### src/rtl/fault_mem_cfg.sv
// Fault-injection memory with run-time configurable fault type, victim and aggressor.
// Two-stage pipeline: capture, commit (array write / read), then registered rdata.
module fault_mem_cfg #(
  parameter int unsigned DATA_WIDTH = 8,
  parameter int unsigned ADDR_WIDTH = 4,
  parameter int unsigned CAPACITY   = 16,
  localparam int unsigned BIT_W     = (DATA_WIDTH > 1) ? $clog2(DATA_WIDTH) : 1
) (
  input  logic                  clk,
  input  logic                  rst_n,
  input  logic                  write_read,
  input  logic [ADDR_WIDTH-1:0] address,
  input  logic [DATA_WIDTH-1:0] wdata,
  input  logic                  cfg_load,
  input  logic [2:0]            fault_type,
  input  logic [ADDR_WIDTH-1:0] fault_addr,
  input  logic [BIT_W-1:0]      fault_bit,
  input  logic [ADDR_WIDTH-1:0] aggr_addr,
  output logic [DATA_WIDTH-1:0] rdata,
  output logic                  fault_hit
);

  typedef enum logic [2:0] {
    FtNone   = 3'd0,
    FtSaf0   = 3'd1,
    FtSaf1   = 3'd2,
    FtTfUp   = 3'd3,
    FtTfDown = 3'd4,
    FtCfidUp = 3'd5
  } fault_e;

  logic [DATA_WIDTH-1:0] mem_q [CAPACITY];

  logic                  s1_vld_q, s1_we_q;
  logic [ADDR_WIDTH-1:0] s1_addr_q;
  logic [DATA_WIDTH-1:0] s1_wdata_q;
  logic                  s2_rd_q, s2_hit_q;
  logic [DATA_WIDTH-1:0] s2_data_q, rdata_q;
  logic                  fault_hit_q;
  logic [2:0]            cfg_type_q;
  logic [ADDR_WIDTH-1:0] cfg_faddr_q, cfg_aggr_q;
  logic [BIT_W-1:0]      cfg_fbit_q;
  // Fault-free value of the victim bit, so reads can report a hit against the ideal memory.
  logic                  good_q, good_vld_q;

  logic                  in_range, vic_in_range, bit_ok, at_victim, cf_trig;
  logic                  old_b, new_b, wr_hit, rd_hit, mem_we, cf_set;
  logic [DATA_WIDTH-1:0] old_word, vic_word, wr_word, rd_word;

  always_comb begin
    in_range     = 32'(s1_addr_q) < CAPACITY;
    vic_in_range = 32'(cfg_faddr_q) < CAPACITY;
    bit_ok       = 32'(cfg_fbit_q) < DATA_WIDTH;
    old_word     = in_range ? mem_q[s1_addr_q] : '0;
    vic_word     = vic_in_range ? mem_q[cfg_faddr_q] : '0;
    at_victim    = in_range && bit_ok && (s1_addr_q == cfg_faddr_q);
    old_b        = old_word[cfg_fbit_q];
    new_b        = s1_wdata_q[cfg_fbit_q];

    wr_word = s1_wdata_q;
    if (at_victim) begin
      case (cfg_type_q)
        FtSaf0:   wr_word[cfg_fbit_q] = 1'b0;
        FtSaf1:   wr_word[cfg_fbit_q] = 1'b1;
        FtTfUp:   if (!old_b && new_b) wr_word[cfg_fbit_q] = 1'b0;
        FtTfDown: if (old_b && !new_b) wr_word[cfg_fbit_q] = 1'b1;
        default:  ;
      endcase
    end

    // Coupling is only armed when aggressor and victim are distinct, implemented words.
    cf_trig = (cfg_type_q == FtCfidUp) && bit_ok && vic_in_range && in_range &&
              (cfg_aggr_q != cfg_faddr_q) && (s1_addr_q == cfg_aggr_q) && !old_b && new_b;
    wr_hit  = (wr_word != s1_wdata_q) || (cf_trig && !vic_word[cfg_fbit_q]);

    rd_word = old_word;
    if (at_victim && (cfg_type_q == FtSaf0)) rd_word[cfg_fbit_q] = 1'b0;
    if (at_victim && (cfg_type_q == FtSaf1)) rd_word[cfg_fbit_q] = 1'b1;
    rd_hit = at_victim && (rd_word[cfg_fbit_q] != (good_vld_q ? good_q : old_b));

    mem_we = s1_vld_q && s1_we_q && in_range;
    cf_set = s1_vld_q && s1_we_q && cf_trig;
  end

  always_ff @(posedge clk) begin
    if (mem_we) mem_q[s1_addr_q] <= wr_word;
    if (cf_set) mem_q[cfg_faddr_q][cfg_fbit_q] <= 1'b1;
  end

  always_ff @(posedge clk or negedge rst_n) begin
    if (!rst_n) begin
      s1_vld_q    <= 1'b0;
      s1_we_q     <= 1'b0;
      s1_addr_q   <= '0;
      s1_wdata_q  <= '0;
      s2_rd_q     <= 1'b0;
      s2_hit_q    <= 1'b0;
      s2_data_q   <= '0;
      rdata_q     <= '0;
      fault_hit_q <= 1'b0;
      cfg_type_q  <= FtNone;
      cfg_faddr_q <= '0;
      cfg_aggr_q  <= '0;
      cfg_fbit_q  <= '0;
      good_q      <= 1'b0;
      good_vld_q  <= 1'b0;
    end else begin
      s1_vld_q   <= 1'b1;
      s1_we_q    <= write_read;
      s1_addr_q  <= address;
      s1_wdata_q <= wdata;
      s2_rd_q    <= s1_vld_q && !s1_we_q;
      if (s1_vld_q && !s1_we_q) s2_data_q <= rd_word;
      s2_hit_q   <= s1_vld_q && (s1_we_q ? wr_hit : rd_hit);
      if (s2_rd_q) rdata_q <= s2_data_q;
      fault_hit_q <= s2_hit_q;
      if (mem_we && at_victim) begin
        good_q     <= new_b;
        good_vld_q <= 1'b1;
      end
      if (cfg_load) begin
        cfg_type_q  <= fault_type;
        cfg_faddr_q <= fault_addr;
        cfg_aggr_q  <= aggr_addr;
        cfg_fbit_q  <= fault_bit;
        good_vld_q  <= 1'b0;
      end
    end
  end

  assign rdata     = rdata_q;
  assign fault_hit = fault_hit_q;

endmodule

### config.mk
export PLATFORM = sky130hd
export DESIGN_NAME = fault_mem_cfg
export DESIGN_NICKNAME = d
export VERILOG_FILES = /design/src/rtl/fault_mem_cfg.sv
export SDC_FILE = /design/constraint.sdc
export NUM_CORES = 1
export LEC_CHECK = 0
export ABC_CLOCK_PERIOD_IN_PS = 7250
export CAP_MARGIN = 15
export CELL_PAD_IN_SITES_DETAIL_PLACEMENT = 1
export CELL_PAD_IN_SITES_GLOBAL_PLACEMENT = 1
export CORE_ASPECT_RATIO = 0.7
export CORE_MARGIN = 3
export CORE_UTILIZATION = 50
export DETAILED_ROUTE_END_ITERATION = 6
export DONT_BUFFER_PORTS = 1
export GPL_TIMING_DRIVEN = 0
export PLACE_DENSITY_LB_ADDON = 0.1
export SLEW_MARGIN = 20
export SYNTH_ARGS = -nofsm -noshare
export SYNTH_HDL_FRONTEND = slang
export SYNTH_SLANG_ARGS = --single-unit
### constraint.sdc
create_clock -name clk -period 7.25 [get_ports clk]
set_input_delay 1.45 -clock clk [delete_from_list [all_inputs] [get_ports clk]]
set_output_delay 1.45 -clock clk [all_outputs]
set_load 0.03 [all_outputs]
# After elaboration in Yosys (flattened, before gate mapping)
# Memory sizes are Yosys's and may differ from the RTL's.
# Index checks and enable logic that the tools add are counted.
# classes
addsub,0
mul,0
div,0
n_lt_le_gt_ge,2
n_eq_ne,10
shifts,0
muxes,24
n_bitwise,5
n_reduce_logical,22
# ops
cell,count
$mux 8,6
$pmux 8 s4,1
$and 8x8->8,2
$logic_and 1x1->1,16
$or 8x8->8,2
$bmux 1 s3,4
$mux 1,12
$eq 4x4->1,2
$ne 8x8->1,1
$not 8->8,1
$eq 3x2->1 const B,2
$eq 3x3->1 const B,2
$logic_not 1->1,4
$lt 3x4->1 const B,1
$ne 4x4->1,1
$demux 1 s3,1
$eq 3x1->1 const B,1
$ge 3x1->1 const B,1
$reduce_bool 2->1,1
$logic_or 1x1->1,1
$ne 1x1->1,1
# totals
ff_bits,49
latch_bits,0
ram_bits,128
rom_bits,0
in_bits,30
out_inout_bits,9
mem_count,1
# memory_table
memory,depth,word_bits,read_ports,rd_clocked_by_memory_dff,write_ports,line,text
mem_q,16,8,2,0,2,32,logic [DATA_WIDTH-1:0] mem_q [CAPACITY];

# Depth between registers and ports, before layout
# Gate-level depths: netlist of the first run.
# logic_depth
depth_word,15
depth_mapped,14
ltp_nobuf,9

# Worst setup path after synthesis of the first run
# OpenSTA, ideal clock, no wires.
# synth_timing
path_type,flip-flop to flip-flop
startpoint,register s1_addr_q[1]
endpoint,memory mem_q[8][1]
setup_ps,122
t_arrival_ps,3382
t_required_ps,7128
slack_ps,3746
path_stages_with_launch,15
path_cell_list,dfrtp_1 clkbuf_1 buf_2 buf_1 mux4_2 a22o_1 a2bb2oi_1 nand3_1 nor4_4 buf_4 a21oi_1 o32ai_2 buf_6 nor3_1 a221o_1
# synth_lines
item,line,text
from (decl),35,logic [ADDR_WIDTH-1:0] s1_addr_q;
from (signal assigned),110,s1_addr_q <= address;
to (decl),32,

==> flow_summary.toml, run 1 <==
[status]
status = "finished, final reports clean"

[worst_setup_path]
startpoint = "s1_addr_q[1]$_DFF_PN0_"
cp.required_ns = 7.54
crit_buf_inv = 5
worstSetupStartpointType = "flip-flop"
reg2reg_from = "s1_addr_q[1]$_DFF_PN0_"
worst_path_largest_cell_delay_ns = 0.87
crit_family = "buffers and inverters"
worstPathCellList = "clkbuf_1 -> buf_2 -> buf_1 -> mux2i_1 -> o22ai_1 -> o31a_1 -> nor4_4 -> buf_4 -> a21oi_1 -> o21a_1 -> a21oi_1 -> buf_2 -> o221ai_1"
cp_max_fo = 10
cp.arrival_ns = 6.29
cpMaxStageDelayCell = "a21oi_1"
cp-end-kind = "flip-flop"
worstSetupPathType = "reg2reg"

[cts]
cts_hold_buf = 0
cts_made_buffers = 17
ctsRootBufferMaster = "clkbuf_16"
cts_tree = "built"
path_clk_slew_ns = 0.07
post_cts_buffers = 0
post_cts_resized = 0
insertion_delay_ns = 0.46
h-tree-depth = 4
cts_sinks = 177
clk_path_buf_depth = 2

[synthesis]
synth_compound_area_share_pct = 24.69
synth_xor_area_share_pct = 1.008
ys_async_sr_fraction_pct = 27.68
yosysSeqAreaShare_pct = 36.35
synth_edf_count = 0
syn-num-nets = 1123
synth_cells = 1093
synth-simple-area-share_pct = 15.64
synth_top_family_by_area = "compound AO/OA/AOI/OAI gates"
synth_mux_area_share_pct = 17.74
synthFlopType = "dfxtp_1"
avgSynthCellArea_sq_um = 9.537
synth_adder_area_share_pct = 0
synth_top_area_share_pct = 24.58
ys_types = 68
synthTopCellsByArea = "dfxtp_1, dfrtp_1, mux4_2, a22oi_1, nand2_1"
ys_top_cells_by_count = "dfxtp_1, nand2_1, clkbuf_1"
yosysMostFrequentCell = "dfxtp_1"
synth_area_sq_um = 10420
synth-seq-cells = 177
yosys_warnings = 0
yosysTopAreaCell = "dfxtp_1"

[floorplanning]
initial_utilization_pct = 51.80
dieArea_sq_um = 22640
io_pins = 39
fp-row-count = 43
die_w_microns = 178.6
coreArea_sq_um = 20120
die_h_microns = 126.8

[sta]
worstMarginPinSlew_ns = 1.150
finalSetupTns_ns = 0
rsz0062_at_grt = "false"
max_freq_mhz = 166.8
finalCriticalPeriod_ns = 5.995
slew_viol_final = 0
setup_viol = 0
final-hold-violation-count = 0
relSlewSlack_pct = 23.34
finalCritPeriodShare_pct = 82.70
clock_skew_ns = 0.01198

[global_routing]
grt_pass1_wl_mm = 66.05
grt-ovfl-total = 0
grt_usage_pct = 39.65
grt_start_max_net_pins = 50
antenna_found_initial = 0
grt_pass1_vias = 10200

[layout]
final_core_util_pct = 56.62
nets = 1143
stdcell_count = 1396
antennaDiodeCount = 0
drive_above_1_share_pct = 13.68
layout-area-overhead-vs-synth_pct = 9.302

[routing]
ant_nets = 0
drt_iter0_drc = 1808
drt-total-wl_mm = 44.57
vias = 10570
via_per_inst = 7.569
post_drt_wl_per_cell_microns = 31.93
drtPass1Iterations = 5
drc = 0

[min_path]
hp-class = "reg2reg"
hold_start = "s2_hit_q$_DFF_PN0_"

[place]
post-dp-hpwl_mm = 33.05
portBuffers = 0
gp_congestion = 1.015
post-place-cells = 1364

[pwr]
ir_drop_mv = 0.2409
leakage_uw = 0.004207
power.density_nw_per_um2 = 280.8

[run]
maxCapViolCount = 0
==> area by class of cell <==
cell class	instances	area [sq um]
Fill cell	2318	8728
Multi-Input combinational cell	802	6178
Sequential cell	177	3789
Buffer	112	466.7
Clock buffer	17	425.4
Tap cell	270	337.8
Clock inverter	15	181.4
Timing Repair Buffer	1	7.507
Inverter	2	7.507
==> worst paths after layout <==
| kind | endpoint | slack [ns] | depth (start not counted) |
|---|---|---|---|
| min in group asynchronous | cfg_type_q[2]$_DFFE_PN0P_ | 0.68 | 0 |
| setup / recovery | mem_q[9][7]$_DFF_P_ | 1.25 | 13 |
| max in group asynchronous | cfg_faddr_q[0]$_DFFE_PN0P_ | 6.46 | 0 |
| hold / removal | fault_hit$_DFF_PN0_ | 0.38 | 0 |
| setup reg to reg | mem_q[9][7]$_DFF_P_ | 1.25 | 13 |
| hold reg to reg | fault_hit$_DFF_PN0_ | 0.38 | 0 |
==> layout by cell type (no fill, tap or decap), types with 10 or more instances in the layout <==
cell       synthesis  routed
a21oi_1           25      25
a221o_1           15      15
a22o_1            23      23
a22oi_1           73      73
a31oi_1           15      15
buf_2             12      12
clkbuf_1          85      85
clkbuf_16          0      17
dfrtp_1           49      49
dfxtp_1          128     128
mux2_2            39      39
mux2i_1           34      34
mux4_2            47      47
nand2_1          120     120
nand2b_1          16      16
nand3_1           21      21
nor2_1            46      46
nor2b_1           10      10
nor3_1            37      37
o21ai_0           42      41
o21bai_1          10      10
o221ai_1          48      48
o22ai_1           15      15
o31ai_1           36      36
==> through the flow <==
step / hold WS [ns] / cell area (sq um) / setup WS (ns) / power [uW]
5_1_grt: 0.3826 / 11390 / 1.248 / 3299
4_1_cts: 0.3831 / 11390 / 1.610 / 3146
3_5_place_dp: 0.3615 / 10780 / 1.672 / 2163
6_report: 0.3754 / 11390 / 1.255 / 3200
2_1_floorplan: 0.3312 / 10420 / 3.746 / 1879
3_3_place_gp: 0.3335 / 10760 / 1.476 / 2127
==> power by group <==
group / switching, uW / total [uW] / internal [uW]
logic: 483 / 848 / 365
clock network: 447 / 995 / 547
registers: 195 / 1360 / 1160
total: 1130 / 3200 / 2070
==> state kept, by name, indices dropped and copies added, names as in the netlist <==
signal,cells
s1_addr_q,4
s2_rd_q,1
good_vld_q,1
cfg_fbit_q,3
fault_hit,1
s1_wdata_q,8
s2_hit_q,1
cfg_faddr_q,4
s1_we_q,1
good_q,1
mem_q,128
cfg_type_q,3
s2_data_q,8
rdata,8
s1_vld_q,1
cfg_aggr_q,4
==> kinds of logic (layout without fill, tap and decap cells) <==
kind of cell	count (synthesis)	in the layout
mux	121	121
buf+inv	114	147
xor+xnor	12	12
simple gates	321	321
compound gates	347	347
other cells	1	1
flops	177	177
==> routing by layer <==
metal	track usage, %	wire (microns)	vias to the layer above
met5	0	0	-
met4	12.82	1289	0
met3	17.09	7027	100
met2	51.53	17430	871
met1	58.45	18830	5279
li1	-	-	4316
No activity file was read; power rests on OpenSTA's default activity.
==> run 2, diff against run 1 <==
--- a/config.mk
+++ b/config.mk
@@ -5,7 +5,7 @@
 export SDC_FILE = /design/constraint.sdc
 export NUM_CORES = 1
 export LEC_CHECK = 0
-export ABC_CLOCK_PERIOD_IN_PS = 7250
+export ABC_CLOCK_PERIOD_IN_PS = 5700
 export CAP_MARGIN = 15
 export CELL_PAD_IN_SITES_DETAIL_PLACEMENT = 1
 export CELL_PAD_IN_SITES_GLOBAL_PLACEMENT = 1
==> constraint.sdc (replaced) <==
create_clock -name clk -period 5.7 [get_ports clk]
set_input_delay 1.14 -clock clk [delete_from_list [all_inputs] [get_ports clk]]
set_output_delay 1.14 -clock clk [all_outputs]
set_load 0.03 [all_outputs]
==> run 2 against run 1 <==
Clock-buffer cell count is the same. Critical path type unchanged. Global-route usage unchanged. Cell count is essentially flat. Setup slack got worse by 0.91 ns.
==> flow_summary.toml, run 2 (synthesis results as in run 1) <==
[layout]
largest_register_ffs = 128
mostFrequentLayoutCells = "dfxtp_1, nand2_1, clkbuf_1"
antennaDiodeCount = 0
stdcell_count = 1395
drive_above_1_share_pct = 13.78
top_register = "mem_q"
design_area_sq_um = 11390
layout-area-overhead-vs-synth_pct = 9.302
nets = 1142
final_common_cell = "dfxtp_1"

[routing]
vias = 10550
ant_nets = 0
drc = 0
drt_iter0_drc = 1893
drtPass1Iterations = 5
post_drt_wl_per_cell_microns = 31.87
via_per_inst = 7.561
drt-total-wl_mm = 44.45

[global_routing]
grt_pass1_wl_mm = 66.05
grt_start_max_net_pins = 50
top_usage_layer = "met1"
grt-ovfl-total = 0
grt_pass1_vias = 10200
grt_usage_pct = 39.65
use_met2_pct = 51.53
use_met3_pct = 17.09
antenna_found_initial = 0
grt_use_met1_pct = 58.45

[worst_setup_path]
cpMaxStageDelayCell = "buf_2"
cp_max_fo = 19
crit_buf_inv = 3
cp.required_ns = 6.02
crit_top_cell = "clkbuf_1"
worstSetupPathType = "reg2reg"
worstSetupStartpointType = "flip-flop"
worstPathCellList = "clkbuf_1 -> buf_2 -> mux4_2 -> a32oi_1 -> o211ai_1 -> o31a_1 -> nor4b_4 -> nor3_1 -> a21o_1 -> a22oi_1 -> clkbuf_1 -> o21ai_0"
worst_path_largest_cell_delay_ns = 0.69
crit_family = "compound AO/OA/AOI/OAI gates"
cp.arrival_ns = 5.67
cp-end-kind = "flip-flop"

[floorplanning]
fp-row-count = 43
die_w_microns = 178.6
io_pins = 39
coreArea_sq_um = 20120
initial_utilization_pct = 51.80
die_h_microns = 126.8
dieArea_sq_um = 22640

[cts]
insertion_delay_ns = 0.46
cts_hold_buf = 0
h-tree-depth = 4
clk_path_buf_depth = 2
cts_made_buffers = 17
cts_tree = "built"
post_cts_resized = 0
path_clk_slew_ns = 0.08
post_cts_buffers = 0
ctsRootBufferMaster = "clkbuf_16"
cts_sinks = 177

[place]
post-dp-hpwl_mm = 33.05
dpl_cell_area_sq_um = 10780
place_ws_ns = 0.1224
post-place-cells = 1364
gp_congestion = 1.015
portBuffers = 0

[pwr]
leakage_uw = 0.004206
power.density_nw_per_um2 = 356.6
ir_drop_mv = 0.3062

[sta]
setup_viol = 0
worstMarginPinSlew_ns = 1.070
rsz0062_at_grt = "false"
finalCriticalPeriod_ns = 5.357
finalCritPeriodShare_pct = 93.98
clock_skew_ns = 0.01309
max_freq_mhz = 186.7
setup_ws_ns = 0.3432
relSlewSlack_pct = 28.12
slew_viol_final = 0
final-hold-violation-count = 0

[min_path]
hp-class = "in2async"

[run]
maxCapViolCount = 0

[status]
status = "finished, final reports clean"
-- run 2: cell count changes in the layout (fill, tap and decap cells not counted), sizes merged --
cell and change:
buf -1
-- run 2: report_power, final --
| group | switching, uW | internal (uW) |
|---|---|---|
| combinational | 612 | 465 |
| clock | 564 | 696 |
| sequential | 248 | 1480 |
-- run 2: cell type report --
cell class | instances | area (sq um)
Timing Repair Buffer | 1 | 7.507
Sequential cell | 177 | 3789
Clock inverter | 15 | 181.4
Tap cell | 270 | 337.8
Fill cell | 2318 | 8728
Buffer | 111 | 462.9
Multi-Input combinational cell | 802 | 6182
Clock buffer | 17 | 425.4
Inverter | 2 | 7.507
-- run 2: path summary, 6_finish.rpt --
kind | start | to | slack, ns | depth (start not counted)
max in group asynchronous | rst_n | s1_addr_q[1]$_DFF_PN0_ | 5.22 | 0
worst min-delay path | rst_n | cfg_type_q[2]$_DFFE_PN0P_ | 0.37 | 0
worst min register to register | s2_hit_q$_DFF_PN0_ | fault_hit$_DFF_PN0_ | 0.37 | 0
min in group clk | s2_hit_q$_DFF_PN0_ | fault_hit$_DFF_PN0_ | 0.37 | 0
worst max register to register | s1_addr_q[1]$_DFF_PN0_ | mem_q[10][0]$_DFF_P_ | 0.34 | 12
worst max-delay path | s1_addr_q[1]$_DFF_PN0_ | mem_q[10][0]$_DFF_P_ | 0.34 | 12
-- run 2: metrics by stage --
step	setup TNS, ns	total power [uW]	utilization (%)	hold WS [ns]
floorplan	0	2390	-	0.3312
global placement	-0.4332	2706	53.48	0.3335
detailed placement	0	2751	53.57	0.3615
CTS	0	4002	56.58	0.3650
global route	0	4196	56.62	0.3626
finish	0	4063	56.62	0.3721
-- run 2: layer usage --
metal	share of wire, %	up-vias
li1	-	4306
met1	43	5297
met2	39	840
met3	15	104
met4	3.1	0
met5	0	-
